## config.mk

```make
export PLATFORM = sky130hd
export DESIGN_NAME = mymod_share_ctrl
export DESIGN_NICKNAME = d
export VERILOG_FILES = /design/src/rtl/mymod_share_ctrl.sv
export SDC_FILE = /design/constraint.sdc
export NUM_CORES = 1
export LEC_CHECK = 0
export CORE_MARGIN = 2
export CORE_UTILIZATION = 38
export CTS_BUF_LIST = sky130_fd_sc_hd__clkbuf_16
export CTS_CLUSTER_SIZE = 30
export DETAILED_ROUTE_END_ITERATION = 16
export PLACE_DENSITY = 0.8
export SLEW_MARGIN = 20
export SYNTH_ARGS = -nofsm -noshare
export SYNTH_HDL_FRONTEND = slang
export SYNTH_SLANG_ARGS = --single-unit
```

## constraint.sdc

```tcl
create_clock -name clk -period 1.8 [get_ports clk]
set_input_delay 0.27 -clock clk [delete_from_list [all_inputs] [get_ports clk]]
set_output_delay 0.27 -clock clk [all_outputs]
set_load 0.005 [all_outputs]
```

## src/rtl/mymod_share_ctrl.sv

```systemverilog
// Round-robin arbiter that shares one pipelined 16->8 mymod block between N requesters.
// In-flight operations are tracked by requester id so each result returns to its issuer.
module mymod_share_ctrl #(
  parameter int unsigned N       = 4,
  parameter int unsigned EXT_LAT = 0
) (
  input  logic            clk,
  input  logic            rst,
  input  logic [N-1:0]    req_valid,
  input  logic [16*N-1:0] req_data,
  output logic [N-1:0]    req_ready,
  input  logic            flush,
  output logic [15:0]     ext_x,
  input  logic [7:0]      ext_out,
  output logic [N-1:0]    rsp_valid,
  output logic [7:0]      rsp_data,
  output logic            idle
);

  localparam int unsigned IDW = (N > 1) ? $clog2(N) : 1;

  typedef enum logic {RUN, DRAIN} state_e;

  state_e                    state_q, state_d;
  logic [IDW-1:0]            rr_ptr_q, rr_ptr_d;
  logic [15:0]               ext_x_q, ext_x_d;
  logic [EXT_LAT:0]          tag_v_q, tag_v_d;
  logic [EXT_LAT:0][IDW-1:0] tag_id_q, tag_id_d;
  logic [N-1:0]              rsp_valid_q, rsp_valid_d;
  logic [7:0]                rsp_data_q, rsp_data_d;

  logic                      gnt_found;
  logic                      accept;
  logic [IDW-1:0]            gnt_id;
  logic [IDW-1:0]            cand;

  function automatic logic [N-1:0] onehot(input logic [IDW-1:0] id);
    logic [N-1:0] oh;
    oh = '0;
    for (int unsigned i = 0; i < N; i++) oh[i] = (id == IDW'(i));
    return oh;
  endfunction

  // Search upward from rr_ptr, wrapping; first valid requester wins.
  always_comb begin
    gnt_found = 1'b0;
    gnt_id    = '0;
    cand      = '0;
    for (int unsigned k = 0; k < N; k++) begin
      cand = IDW'((32'(rr_ptr_q) + k) % N);
      if (!gnt_found && req_valid[cand]) begin
        gnt_found = 1'b1;
        gnt_id    = cand;
      end
    end
  end

  always_comb begin
    accept    = gnt_found && (state_q == RUN) && !flush;
    req_ready = accept ? onehot(gnt_id) : '0;

    rr_ptr_d = rr_ptr_q;
    ext_x_d  = ext_x_q;
    if (accept) begin
      rr_ptr_d = (32'(gnt_id) == N - 1) ? '0 : gnt_id + 1'b1;
      ext_x_d  = req_data[16*gnt_id +: 16];
    end

    // Shift-in at stage 0; the cast drops the oldest stage and also covers EXT_LAT=0.
    tag_v_d  = (EXT_LAT + 1)'({tag_v_q, accept});
    tag_id_d = ((EXT_LAT + 1) * IDW)'({tag_id_q, gnt_id});

    rsp_valid_d = tag_v_q[EXT_LAT] ? onehot(tag_id_q[EXT_LAT]) : '0;
    rsp_data_d  = tag_v_q[EXT_LAT] ? ext_out : rsp_data_q;

    state_d = state_q;
    case (state_q)
      RUN:   if (flush) state_d = DRAIN;
      DRAIN: if (!flush && !(|tag_v_q)) state_d = RUN;
      default: state_d = RUN;
    endcase
  end

  always_ff @(posedge clk or posedge rst) begin
    if (rst) begin
      state_q     <= RUN;
      rr_ptr_q    <= '0;
      ext_x_q     <= '0;
      tag_v_q     <= '0;
      tag_id_q    <= '0;
      rsp_valid_q <= '0;
      rsp_data_q  <= '0;
    end else begin
      state_q     <= state_d;
      rr_ptr_q    <= rr_ptr_d;
      ext_x_q     <= ext_x_d;
      tag_v_q     <= tag_v_d;
      tag_id_q    <= tag_id_d;
      rsp_valid_q <= rsp_valid_d;
      rsp_data_q  <= rsp_data_d;
    end
  end

  assign ext_x     = ext_x_q;
  assign rsp_valid = rsp_valid_q;
  assign rsp_data  = rsp_data_q;
  assign idle      = (state_q == RUN) && !(|tag_v_q) && !(|rsp_valid_q);

endmodule

```

# Yosys cells after proc, flatten, opt, wreduce, memory -nomap -nowiden
# Cells that the tools add are included.
# totals
reg_bits	34
inputBits	79
output_inout_bits	33
# op_classes
add_sub_neg	4
n_lt_le_gt_ge	4
eq_ne	6
shift	1
muxes	22
bitwise_logic	1
reduce_logical	17
# op_table
operator	count
64-bit by 7-bit indexed part select with 16-bit output	1
2-bit by 3-bit less-than comparator with 1-bit output, second input constant	4
1-bit two-way mux	10
2-bit two-way mux	5
1-bit binary-select mux with 2-bit select	4
2-bit == test, second input constant	4
1-bit logical AND	8
4-bit two-way mux	2
1-bit logical NOT	6
2-bit by 1-bit adder with 2-bit output, second input constant	2
2-bit adder, second input constant	2
2-bit by 1-bit == test with 1-bit output, second input constant	2
2-bit logical NOT	2
4-bit OR reduction	1
1-bit case mux with 2 select lines	1
1-bit NOT	1

# Logic depth before layout (Yosys ltp)
# logic_depth
word_depth	15
depth_mapped	7
mapped_depth_nobuf	6

# Worst setup path before layout
# No wires, ideal clock.
# synth_path
path_type	register -> output
startpoint	register rr_ptr_q[1]
endpoint	output req_ready[1]
t_arrival_ps	1327
t_required_ps	1530
path_slack_ps	203
stages_incl_launch_ff	6
n_path_buf	2
path_cell_list	dfrtp_1 nand4b_2 and2_4 buf_6 buf_8 nor3_1
# synth_between
elab_chain_len	15
word_cells_on_any_way	29
classes_between	add/sub (3); eq/ne (1); mux (17); reduce/logical (8)
# synth_lines
element	line_no	rtl
from (decl)	25	logic [IDW-1:0] rr_ptr_q, rr_ptr_d;
from (signal assigned)	95	rr_ptr_q <= rr_ptr_d;
parallel branches: the longest is 14 deep, another holds 2-bit by 1-bit adder with 2-bit output	--	
4-bit two-way mux (*)	60	req_ready = accept ? onehot(gnt_id) : '0;
to (decl)	11	output logic [N-1:0] req_ready,
# Mark *: on every way between the ends. The select of a mux whose other input is x is not followed.

# Worst setup path after layout
# layout_path
startpoint	register rr_ptr_q[0]
endpoint	output req_ready[3]
# layout_between
word_cells_on_any_way	29
classes_between	add/sub (3); eq/ne (1); mux (17); reduce/logical (8)
# layout_rtl
element	line_no	rtl
parallel branches: the longest is 11 deep, another holds 2-bit by 1-bit adder with 2-bit output	--	
2-bit two-way mux (*)	51	if (!gnt_found && req_valid[cand]) begin
net gnt_id[0]	34	logic [IDW-1:0] gnt_id;
2-bit == test (*)	40	for (int unsigned i = 0; i < N; i++) oh[i] = (id == IDW'(i));
4-bit two-way mux (*)	60	
# Mark *: on every way through the listed nets, which the timed path passes. The select of a mux whose other input is x is not followed.

==> run_results.csv <==
group,metric,value,unit
floorplan,ioPinCount,112,
worst_setup_path,rr_worst_depth,7,
pwr,p_leak,1.46,nW
logic_synthesis,yosysSeqAreaShare,0.440,
timing,slew_headroom,0.756,
logic_synthesis,mappedNetlistArea,1940,um2
logic_synthesis,synth_cells,173,
logic_synthesis,synth_seq_cells,34,
place,gp_congestion,0.741,
clock_tree,htree_num_levels,2,
detailed_routing,vias_per_cell,5.17,
clock_tree,cts_buffers,5,
global_routing,grt_pass1_wl,9100,um
detailed_routing,drc,0,
global_routing,grt_max_degree,28,
layout,area_delta_synth_final,81.1,%
place,hpwl,4250,um
detailed_routing,postRouteWirelength,6000,um
logic_synthesis,synth_top_area_cell,"dfrtp_1",
logic_synthesis,synth_mux_area_frac,0.129,
timing,setup_violations,0,
timing,hold_violations,0,
logic_synthesis,synth_top_family_by_area,"compound AO/OA/AOI/OAI gates",
logic_synthesis,synth_top_flop_cell,"dfrtp_1",
worst_setup_path,r2r_start,"rr_ptr_q[0]$_DFFE_PP0P_",
layout,antenna_cells,0,
logic_synthesis,synth_fa_ha_area_frac,0,
logic_synthesis,synth_area_leaders,"dfrtp_1 (44%), mux2i_1 (8.3%), a211oi_2 (7.8%)",
detailed_routing,first_pass_iters,4,
layout,finalNonFillerCells,368,
clock_tree,cts.sinks,34,
floorplan,core_area,4820,um2
logic_synthesis,synth.avg_cell_area,11.2,um2
worst_setup_path,worst_path_max_delay_cell,"dfrtp_1",
detailed_routing,wire_per_inst,16.3,um
global_routing,antenna_found_initial,0,
worst_setup_path,cp_cell_sequence,"nand2b_4 -> nand4b_2 -> and2_4 -> inv_4 -> and3_4 -> buf_6",
worst_setup_path,startpoint_type,"flop",
timing,timing.fmax,558,MHz
pwr,vdd_drop_max,668,uV
clock_tree,cts_hold_buf,0,
global_routing,grt-ovfl-total,0,
logic_synthesis,syn_nets,252,
timing,maxSlewViolCount,0,
pwr,power_per_cell_area,1090,nW/um2
logic_synthesis,netlist_top_cells_count,"dfrtp_1 (34), mux2i_1 (16), o22ai_1 (16)",
timing,finalClockSkew,3.12,ps
flow_run,cap_violations,0,
clock_tree,cts_tree,"built",
logic_synthesis,synth_compound_area_frac,0.280,
worst_setup_path,path_class,"reg -> out",
clock_tree,clkSlewWorstSetupHoldPaths,50,ps
detailed_routing,num_vias,1903,
detailed_routing,drt.antenna.violating_nets,0,
logic_synthesis,synth_edf_count,0,
min_path,hold_class,"in -> async",
timing,worst_pin_slew,365,ps
layout,fin_nets,379,
floorplan,die_x,75.4,um
timing,finalCritPeriodShare,0.995,
worst_setup_path,cpPeakStageDelay,410,ps
timing,period_minus_slack,1790,ps
timing,rsz0062_at_grt,"yes",
layout,drive_above_1_share,0.259,
logic_synthesis,synth_most_common_cell,"dfrtp_1",
logic_synthesis,synth-xor-area-share,0.00452,
clock_tree,cts-root-buf,"clkbuf_16",
logic_synthesis,async_reset_ff_frac,1.00,
place,port_buffers,111,
layout,utilization,0.728,
clock_tree,worstSkewPairLatency,270,ps
clock_tree,clockBufferDepth,2,
detailed_routing,drt_iter0_markers,59,
worst_setup_path,reg2reg_slack,40,ps
worst_setup_path,worstReg2RegEnd,"ext_x[15]$_DFFE_PP0P_",
place,dp.cells,357,
global_routing,track_usage,0.214,
logic_synthesis,synthSimpleGateAreaFrac,0.0886,
floorplan,die_area,5680,um2
floorplan,die_y,75.4,um
outcome,status,"finished clean",
pwr,p_total,3.82,mW
timing,hold_ws,263,ps
logic_synthesis,ys_warn_count,0,
floorplan,fp-row-count,25,
worst_setup_path,cp.arrival,1520,ps
floorplan,start_util,0.402,
worst_setup_path,cp.required,1530,ps
global_routing,grt_pass1_vias,1960,
logic_synthesis,synth_top_area_share,0.440,
worst_setup_path,endpoint_kind,"output pin",
logic_synthesis,ys_types,36,
worst_setup_path,critPathMaxFanout,4,
==> per-layer routing <==
| layer | GRT usage | wire (um) | vias to the layer above |
|---|---|---|---|
| met1 | 0.261 | 2480 | 903 |
| met3 | 0.0569 | 365 | 11 |
| met2 | 0.368 | 3060 | 71 |
| met4 | 0.0721 | 93 | 0 |
| li1 | - | - | 918 |
| met5 | 0 | 0 | - |
==> how the worst max path moves through the flow <==
stage,slack [ps],endpoint,startpoint,cells past startpoint
2_1_floorplan,200,req_ready[1],rr_ptr_q[1]$_DFFE_PP0P_,5
3_3_place_gp,-560,req_ready[1],req_valid[0],6
3_5_place_dp,-580,req_ready[1],req_valid[0],6
4_1_cts,-30,req_ready[1],rr_ptr_q[1]$_DFFE_PP0P_,5
5_1_grt,-40,req_ready[3],rr_ptr_q[0]$_DFFE_PP0P_,6
6_report,9,req_ready[3],rr_ptr_q[0]$_DFFE_PP0P_,6
==> layout by cell type, fill, tap and decap left out, types with 3 or more instances in the layout <==
master             n
clkdlybuf4s50_1  102
nand2_1            3
o21ai_1           13
o22ai_1           16
clkbuf_16          6
buf_4             15
mux2_2             8
buf_12             4
a211oi_2          14
o21ai_0            5
buf_2              4
dlygate4sd2_1      4
dfrtp_1           33
buf_6              3
a21boi_0          15
mux2i_1           15
==> flip-flops by register name (all words and copies together), names as in the netlist <==
name	count
state_q	1
rsp_valid	4
rsp_data	8
ext_x	16
rr_ptr_q	2
tag_id_q	2
tag_v_q	1
==> cells by family (layout without fill, tap and decap cells) <==
group / after synthesis / in the layout
flip-flops: 34 / 34
multiplexers: 24 / 24
buffers and inverters: 18 / 146
AND/OR/NAND/NOR: 25 / 25
XOR/XNOR: 1 / 1
AO/OA/AOI/OAI: 71 / 71
==> what timing repair did <==
item | CTS | global route
gates cloned | 0 | 1
setup endpoints to repair | 21 | 21
setup buffers | 1 | 1
pin swaps | 9 | 3
gates resized for setup | 34 | 16
==> power breakdown <==
group / switching, mW / internal (mW)
logic: 0.758 / 1.10
registers: 0.149 / 0.998
clock network: 0.309 / 0.504
total: 1.22 / 2.60
==> layout make-up <==
type	instances	area, um2
flip-flops and latches	34	852
multi-input cells	121	1070
clock inverters	3	16.3
fillers	378	1310
inverters	4	17.5
well taps	67	83.8
clock buffers	5	125
repair buffers	134	1340
==> critical path: cells and delay by family (launching register included) <==
kind                   cells  cell delay [ps]
DFF                        1              410
and+or+nand+nor            4              690
buffers and inverters      2              150
==> stage by stage <==
| step | setup slack, ps | cell area, um2 | setup TNS, ps |
|---|---|---|---|
| CTS | -28.6 | 3400 | -38.7 |
| global placement | -562 | 3230 | -8080 |
| global route | -35.3 | 3510 | -139 |
| floorplan | 203 | 1940 | 0 |
| finish | 8.78 | 3510 | 0 |
| detailed placement | -580 | 3230 | -8690 |
Note: power is estimated with default switching activity, not from simulation.
